$ cat src/rtl/dds_wave_core_pkg.sv
// Shared constants and wave_sel encodings for the DDS waveform core.
// The default widths of the core and its tick divider are taken from here.
package dds_wave_core_pkg;

    localparam int DW   = 14;
    localparam int DIVW = 8;

    typedef enum logic [1:0] {
        WAVE_SAW  = 2'b00,
        WAVE_SQR  = 2'b01,
        WAVE_ISAW = 2'b10,
        WAVE_MSB  = 2'b11
    } wave_e;

    localparam logic [DW-1:0] MIDSCALE = 14'h2000;

endpackage

$ cat src/rtl/dds_wave_core_tick_div.sv
// Sample-rate divider: counts 0..div and emits a one-cycle tick when the count equals div.
// If div drops below the count, the counter restarts at 0 without producing a tick.
module tick_div #(
    parameter int DIVW = dds_wave_core_pkg::DIVW
) (
    input  logic            clk,
    input  logic            rst_n,
    input  logic [DIVW-1:0] div,
    output logic            tick
);

    logic [DIVW-1:0] cnt_q, cnt_d;

    always_comb begin
        tick  = (cnt_q == div);
        cnt_d = (cnt_q >= div) ? '0 : cnt_q + 1'b1;
    end

    always_ff @(posedge clk) begin
        if (!rst_n) cnt_q <= '0;
        else        cnt_q <= cnt_d;
    end

endmodule

$ cat src/rtl/dds_wave_core.sv
// DDS waveform core: a phase accumulator advanced on divider ticks, feeding a four-way waveform mux.
// The output is a registered DAC sample, latched by a one-cycle da_clk strobe.
module dds_wave_core #(
    parameter int DW   = dds_wave_core_pkg::DW,
    parameter int DIVW = dds_wave_core_pkg::DIVW
) (
    input  logic            clk,
    input  logic            rst_n,
    input  logic            en,
    input  logic [1:0]      wave_sel,
    input  logic [DIVW-1:0] div,
    input  logic [DW-1:0]   phase_inc,
    input  logic [DW-1:0]   duty,
    output logic [DW-1:0]   da_data,
    output logic            da_clk,
    output logic            da_wr
);

    import dds_wave_core_pkg::*;

    localparam logic [DW-1:0] MID = DW'(MIDSCALE);

    logic          tick;
    logic [DW-1:0] phase_q, phase_d;
    logic [DW-1:0] da_data_q, da_data_d;
    logic          da_clk_q, da_clk_d;
    logic [DW-1:0] wave_val;

    tick_div #(.DIVW(DIVW)) u_tick_div (
        .clk   (clk),
        .rst_n (rst_n),
        .div   (div),
        .tick  (tick)
    );

    // Waveform is taken from the pre-update phase, so the sample lags the accumulator by one tick.
    always_comb begin
        wave_val = phase_q;
        case (wave_e'(wave_sel))
            WAVE_SAW:  wave_val = phase_q;
            WAVE_SQR:  wave_val = (phase_q < duty) ? '1 : '0;
            WAVE_ISAW: wave_val = '1 - phase_q;
            WAVE_MSB:  wave_val = {phase_q[DW-1], {(DW-1){1'b0}}};
            default:   wave_val = phase_q;
        endcase
    end

    always_comb begin
        phase_d   = phase_q;
        da_data_d = da_data_q;
        da_clk_d  = tick & en;
        if (!en) begin
            phase_d = '0;
            if (tick) da_data_d = MID;
        end else if (tick) begin
            phase_d   = phase_q + phase_inc;
            da_data_d = wave_val;
        end
    end

    always_ff @(posedge clk) begin
        if (!rst_n) begin
            phase_q   <= '0;
            da_data_q <= MID;
            da_clk_q  <= 1'b0;
        end else begin
            phase_q   <= phase_d;
            da_data_q <= da_data_d;
            da_clk_q  <= da_clk_d;
        end
    end

    assign da_data = da_data_q;
    assign da_clk  = da_clk_q;
    assign da_wr   = ~da_clk_q;

endmodule

$ cat config.mk
export PLATFORM = sky130hd
export DESIGN_NAME = dds_wave_core
export DESIGN_NICKNAME = d
export VERILOG_FILES = /design/src/rtl/dds_wave_core_pkg.sv /design/src/rtl/dds_wave_core_tick_div.sv /design/src/rtl/dds_wave_core.sv
export SDC_FILE = /design/constraint.sdc
export NUM_CORES = 1
export LEC_CHECK = 0
export ABC_AREA = 1
export CAP_MARGIN = 20
export CORE_MARGIN = 5
export CORE_UTILIZATION = 35
export DETAILED_ROUTE_END_ITERATION = 16
export GPL_ROUTABILITY_DRIVEN = 0
export PLACE_DENSITY_LB_ADDON = 0.2
export SLEW_MARGIN = 20
export SYNTH_ARGS = -nofsm -noshare
export SYNTH_HDL_FRONTEND = slang
export SYNTH_HIERARCHICAL = 1
export SYNTH_SLANG_ARGS = --single-unit
$ cat constraint.sdc
create_clock -name clk -period 3.3 [get_ports clk]
set_clock_uncertainty 0.05 [all_clocks]
set_input_delay 0.495 -clock clk [delete_from_list [all_inputs] [get_ports clk]]
set_output_delay 0.495 -clock clk [all_outputs]
set_load 0.02 [all_outputs]
# Word level (Yosys, flattened, before mapping)
# Cells that the tools add are included.
# Widths: inputs -> output; s select.
# classes
n_lt_le_gt_ge	2
add_sub_neg	3
eq_ne	4
bitwise_logic	3
muxes	5
reduce_logical	3
# op_table
op	count
$mux 14	4
$pmux 14 s4	1
$add 14x14->14	1
$lt 14x14->1	1
$sub 14x14->14 const A	1
$add 8x1->8 const B	1
$eq 8x8->1	1
$ge 8x8->1	1
$eq 2x2->1 const B	2
$eq 2x1->1 const B	1
$logic_not 2->1	1
$not 1->1	2
$reduce_and 2->1	1
$reduce_or 2->1	1
$and 1x1->1	1
# word_totals
out_inout_bits	16
register_bits	37
in_bits	41

# Longest topological paths before layout
# Gate-level depths: netlist (run 1).
# depth
depth_word	5
depth_mapped	12

# Modules after synthesis
# The synthesis (run 1) kept the hierarchy.
# modules_own_cells
mod	area_per_inst_um2	seq_area_each_um2	instances	cells_each
dds_wave_core	2319.7	580.6	1	372
tick_div	551.8	160.2	1	79

# Worst setup path before layout (run 1)
# Ideal clock, no wire load.
# synth_path
path_kind	input -> register
start	input div[7]
end	register da_data_q[13] (netlist: da_data[13])
cell_stages	11
arrival_time_ps	1716
setup_time_ps	120
slack_ps	1413
n_path_buf	0
cell_sequence	inv_1 ha_1 nand2_1 nor2_1 nand2_1 inv_1 inv_1 nor2_1 o21ai_0 a31oi_1 a21oi_1
# synth_between
elab_chain_cells	1
# synth_rtl
item	line	rtl
start, declared	dds_wave_core.sv:11	input logic [DIVW-1:0] div,
$eq 8x8->1	dds_wave_core_tick_div.sv:15	tick = (cnt_q == div);
named net tick	dds_wave_core.sv:23	logic tick;
end signal, assigned	dds_wave_core.sv:68	da_data_q <= da_data_d;
end, declared	dds_wave_core.sv:25	logic [DW-1:0] da_data_q, da_data_d;
# The timed path passes the listed nets, and every way through them passes these cells.
# A chain may end at the register's enable or synchronous reset.

# Worst setup path in the final report (run 1)
# Ends and elaborated chain as after synthesis.

==> flow_summary.yaml, run 1 <==
layout:
  nets: 585
  area_growth_pct: 26.45
  drive_gt1_frac: 0.05501
  finalNonFillerCells: 614
  antenna_cells: 0
detailed_routing:
  vias: 2706
  drc: 0
  routed_wl_mm: 6.650
  vias_per_cell: 4.407
  wl_per_cell_um: 10.83
  drtPass1Iterations: 4
  drtIter0Drc: 62
  ant_nets: 0
setup_path:
  cp.required_ns: 3.42
  cpMostUsedCell: "inv_1"
  critPathBufInv: 5
  path_class: "in2reg"
  cp_top_family: "buffers and inverters"
  crit_start: "div[7]"
  cpMaxStageDelayCell: "clkdlybuf4s50_1"
  crit_arrival_ns: 2.50
  cp-end-kind: "flop"
  cp_cell_sequence: "clkdlybuf4s50_1, inv_1, ha_1, nand2_1, nor2_1, nand2_1, inv_1, inv_1, nor2_1, buf_4, o21ai_0, a31oi_1, a21oi_1"
  cp-start-kind: "primary input"
  slowest_delay_ns: 0.45
  crit-reg2reg-launch: "u_tick_div/cnt_q[0]"
  crit_fanout: 15
pwr:
  p_per_area_nw_per_um2: 262.5
  leakage_nw: 1.881
  peakVddDrop_mv: 0.1404
  p_seq_frac: 0.478
  p_sw_frac: 0.2461
  pwr-share-clk: 0.359
  intPower_mw: 0.7185
  p_switching_mw: 0.2345
  combPwrFrac: 0.163
sta:
  setup_viol: 0
  tns_ns: 0
  whs_ns: 0.3992
  slew_violations: 0
  max_clock_freq_mhz: 419.7
  finalCritPeriodShare: 0.7220
  hold_viol: 0
  tightestPinTransition_ns: 0.7578
  layout_min_cycle_time_ns: 2.383
  slew_headroom: 0.4930
  rsz0062_at_grt: "no"
placed_design:
  io_buffers: 56
  dp.cells: 606
  place_hpwl_mm: 5.479
synthesis:
  synth.cell_area_um2: 2872
  ys_ff_latch: 37
  synth_cells: 451
  avgSynthCellArea_um2: 6.367
  synthTopCellsByArea: "dfxtp_1 (26%), nand2_1 (18%), ha_1 (15%)"
  synth_fp_nets: 528
  yosys_warnings: 6
  synth.distinct_cells: 33
  yosys.area.top_type: "dfxtp_1"
  ys_seq_area_frac: 0.2580
  netlist.area_leader.share: 0.2580
die:
  core_area_um2: 8093
  die_w_um: 100.6
  initial_utilization: 0.3548
  pin_count: 57
  rows: 33
  fp.dieH_um: 100.6
  design.die.area_um2: 10120
min_path:
  min-delay-start: "da_data[7]"
  hp-class: "reg2reg"
cts:
  cts_resized: 0
  holdBufCountCts: 0
  cts_setup_buffers: 0
  cts_buffer_depth: 2
  cts_root_buf: "clkbuf_8"
  tritoncts: "built"
  cts.htree.levels: 2
  cts_sinks: 37
  clock_latency_ns: 0.28
  cts_made_buffers: 5
  path_clk_slew_ns: 0.07
run_status:
  status: "complete, no violations"
grt:
  grt_usage: 0.1393
  grt_max_degree: 21
  grt_overflow: 0
  grt_pass1_vias: 2583
  grt_antenna_before_repair: 0
  grt_pass1_wl_mm: 11.49
flow_run:
  max-cap-violations: 0
==> kinds of logic after synthesis <==
kind of cell / after synthesis / synth area share
xor gates and xnor gates: 12 / 0.03660
DFF: 37 / 0.2580
and+or+nand+nor: 228 / 0.3229
buffers and inverters: 85 / 0.1190
AOI/OAI and AO/OA: 53 / 0.1041
adders and majority gates: 36 / 0.1595
==> registers in the layout, summed over array words and instances (netlist names) <==
register          flops
da_data              14
da_clk                1
phase_q              14
u_tick_div/cnt_q      8
==> cell usage in the layout, fill, tap and decap left out, drive strengths merged, types with 2 or more instances in the layout <==
cell           netlist  layout
buf                  6       3
nand2              145     145
inv                 76      76
nor2                61      61
ha                  35      35
nand3               18      18
xor2                 9       9
clkbuf               3       7
o21ai               24      24
xnor2                3       3
dfxtp               37      37
o21bai               4       4
a21boi               2       2
clkdlybuf4s50        0      56
a21oi               20      20
==> worst paths after layout <==
kind,to,slack [ns],cells after the start
worst max-delay path,da_data[13],0.92,13
worst min-delay path,da_data[7],0.40,2
worst min register to register,da_data[7],0.40,2
worst max register to register,da_data[13],1.25,12
==> metal layers <==
metal | vias to the layer above | wire length, µm | part of all wire | global-route usage
met5 | - | 0 | 0 | 0
met4 | 0 | 119 | 0.018 | 0.04767
met3 | 9 | 296 | 0.045 | 0.03045
met2 | 43 | 2978 | 0.45 | 0.2304
met1 | 1150 | 3256 | 0.49 | 0.1789
li1 | 1504 | - | - | -
==> power groups by stage <==
stage / registers [mW] / logic, mW / clock network, mW
2_1_floorplan: 0.465 / 0.0883 / 0
5_1_grt: 0.456 / 0.178 / 0.373
4_1_cts: 0.456 / 0.157 / 0.353
3_5_place_dp: 0.466 / 0.156 / 0
3_3_place_gp: 0.466 / 0.154 / 0
6_report: 0.456 / 0.156 / 0.342
==> through the flow <==
stage	area [µm²]	setup slack, ns	util	power (mW)
2_1_floorplan	2872	1.413	-	0.5535
3_3_place_gp	3530	0.6702	0.4361	0.6199
3_5_place_dp	3530	0.6218	0.4361	0.6221
4_1_cts	3631	0.9293	0.4487	0.9661
5_1_grt	3631	0.6622	0.4487	1.007
6_report	3631	0.9173	0.4487	0.9530
==> final cells by class <==
type	count	area [µm²]
fillers	873	4462
multi-input cells	329	1789
flip-flops and latches	37	740.7
repair buffers	59	583.1
inverters	76	285.3
well taps	105	131.4
clock buffers	7	96.34
clock inverters	1	5.005
==> worst min-delay path, cell delays in order (launching register included) <==
cell	delay [ns]
dfxtp_1	0.31
nand2_1	0.06
nand2_1	0.04
==> Yosys cell counts <==
| library cell | n |
|---|---|
| o21ai_1 | 2 |
| nand2_1 | 137 |
| o21ai_0 | 22 |
| buf_2 | 2 |
| dfxtp_1 | 37 |
| and2_4 | 1 |
| nand3_1 | 17 |
| buf_6 | 2 |
| clkbuf_1 | 2 |
| inv_1 | 75 |
| nor2_1 | 58 |
| fa_1 | 1 |
| clkbuf_2 | 1 |
| xnor2_1 | 3 |
| nor2_2 | 2 |
| nand3_2 | 1 |
| a21boi_0 | 2 |
| ha_1 | 35 |
| nand2_2 | 8 |
| buf_4 | 1 |
| or2_0 | 1 |
| a21oi_1 | 18 |
| xor2_1 | 9 |
| inv_2 | 1 |
| a21oi_2 | 2 |
| nor3_1 | 1 |
| nor2_4 | 1 |
| a21o_1 | 1 |
| nand4_1 | 1 |
| a211oi_2 | 1 |
| o21bai_1 | 4 |
| buf_1 | 1 |
| a31oi_1 | 1 |
No activity file was read; power rests on OpenSTA's default activity.
==> inputs of run 2 (changes only) <==
==> constraint.sdc (replaced) <==
create_clock -name clk -period 2.2 [get_ports clk]
set_clock_uncertainty 0.05 [all_clocks]
set_input_delay 0.33 -clock clk [delete_from_list [all_inputs] [get_ports clk]]
set_output_delay 0.33 -clock clk [all_outputs]
set_load 0.02 [all_outputs]
==> run 2 against run 1 <==
Compared with the run above: combinational power up 50%; first-iteration DRC count down 3.2%; clock power up 35%; non-clock buffer count up 1; global-route usage down 0.23 points; cell count unchanged; register-to-register slack worse by 0.91 ns; count of clock-buffer cells in the layout unchanged; sequential power up 50%; critical endpoint unchanged; highest routed layer unchanged.
==> flow_summary.yaml, run 2 (same netlist as run 1, synthesis figures left out) <==
detailed_routing:
  wl_per_cell_um: 10.96
  drtIter0Drc: 60
  vias: 2702
  drtPass1Iterations: 4
  drc: 0
  routed_wl_mm: 6.729
  ant_nets: 0
  vias_per_cell: 4.401
die:
  core_area_um2: 8093
  initial_utilization: 0.3548
  rows: 33
  die_w_um: 100.6
  design.die.area_um2: 10120
  fp.dieH_um: 100.6
  pin_count: 57
grt:
  grt_usage: 0.1370
  grt_pass1_vias: 2524
  grt_overflow: 0
  grt_antenna_before_repair: 0
  grt_pass1_wl_mm: 11.43
  grt_max_degree: 20
setup_path:
  cp-start-kind: "primary input"
  cpMostUsedCell: "inv_1"
  cp-end-kind: "flop"
  crit_fanout: 3
  cp_cell_sequence: "clkdlybuf4s50_1, inv_1, ha_1, nand2_1, nor2_1, nand2_1, inv_1, inv_1, nor2_1, o21ai_0, a31oi_1, a21oi_1"
  crit_arrival_ns: 2.16
  cp.required_ns: 2.30
  slowest_delay_ns: 0.45
  path_class: "in2reg"
  cpMaxStageDelayCell: "clkdlybuf4s50_1"
  r2r_slack_ns: 0.34
layout:
  nets: 586
  fin_area_um2: 3626
  layout_commonest_cell: "nand2_1"
  area_growth_pct: 26.27
  antenna_cells: 0
  mostFrequentLayoutCells: "nand2_1 (137), inv_1 (75), nor2_1 (57)"
  drive_gt1_frac: 0.05501
sta:
  rsz0062_at_grt: "no"
  slew_headroom: 0.5038
  finalCritPeriodShare: 0.9327
  max_clock_freq_mhz: 487.4
  setup_viol: 0
  slew_violations: 0
  hold_viol: 0
  tightestPinTransition_ns: 0.7416
  worst_slack_ns: 0.1482
  layout_min_cycle_time_ns: 2.052
  tns_ns: 0
  whs_ns: 0.4047
min_path:
  hp-class: "reg2reg"
cts:
  cts_buffer_depth: 2
  cts_root_buf: "clkbuf_8"
  cts_sinks: 37
  holdBufCountCts: 0
  path_clk_slew_ns: 0.06
  cts.htree.levels: 2
  clock_latency_ns: 0.28
  cts_made_buffers: 5
  tritoncts: "built"
placed_design:
  place_hpwl_mm: 5.578
  io_buffers: 56
  dpl_cell_area_um2: 3537
  place_ws_ns: -0.1963
pwr:
  peakVddDrop_mv: 0.1847
  pwr-share-clk: 0.335
  p_switching_mw: 0.3380
  p_sw_frac: 0.2446
  leakage_nw: 1.875
  combPwrFrac: 0.169
  p_seq_frac: 0.495
  intPower_mw: 1.044
  p_per_area_nw_per_um2: 381.0
flow_run:
  max-cap-violations: 0
run_status:
  status: "complete, no violations"
## run 2: changes by cell type in the layout (fill, tap and decap cells not counted)
| cell | delta |
|---|---|
| clkbuf_8 | -1 |
| nor2_2 | +1 |
| clkinv_2 | -1 |
| clkbuf_1 | +1 |
| buf_4 | +1 |
| nor2_1 | -1 |
## run 2: area by class of cell
type / instances / area, µm²
Timing Repair Buffer: 60 / 590.6
Fill cell: 877 / 4467
Clock buffer: 7 / 86.33
Inverter: 76 / 285.3
Tap cell: 105 / 131.4
Sequential cell: 37 / 740.7
Multi-Input combinational cell: 329 / 1792
## run 2: power by group through the flow
stage | registers (mW) | clock network [mW] | logic [mW]
after global routing | 0.685 | 0.511 | 0.266
after global placement | 0.699 | 0 | 0.232
after detailed placement | 0.700 | 0 | 0.236
final | 0.684 | 0.463 | 0.234
after floorplan | 0.698 | 0 | 0.132
after CTS | 0.685 | 0.483 | 0.237
## run 2: through the flow
stage	utilization	std cells	power [mW]
detailed placement	0.4371	607	0.9356
floorplan	-	451	0.8302
finish	0.4481	614	1.382
global route	0.4481	614	1.462
global placement	0.4371	607	0.9313
CTS	0.4477	614	1.404
## run 2: path summary, 6_finish.rpt
| path | startpoint | end | cells past startpoint |
|---|---|---|---|
| worst min-delay path | da_data[7] | da_data[7] | 2 |
| worst min register to register | da_data[7] | da_data[7] | 2 |
| worst max register to register | phase_q[0] | phase_q[6] | 9 |
| worst max-delay path | div[7] | da_data[13] | 12 |
## run 2: worst max-delay path, delay by kind of cell
family          cells  cell delay, ns
fa+ha+maj           1            0.29
compound gates      3            0.38
simple gates        4            0.47
buf+inv             4            0.69
## run 2: per-layer routing
| layer | global-route usage | wire length, µm | vias to the layer above |
|---|---|---|---|
| met4 | 0.03627 | 91 | 0 |
| li1 | - | - | 1505 |
| met5 | 0 | 0 | - |
| met1 | 0.1868 | 3365 | 1148 |
| met2 | 0.2202 | 3003 | 39 |
| met3 | 0.02768 | 269 | 10 |
## run 2: what timing repair did
action | CTS | global route
setup buffers | 0 | 0
hold endpoints to repair | 0 | 0
setup endpoints to repair | 0 | 13
gates resized for setup | 0 | 1
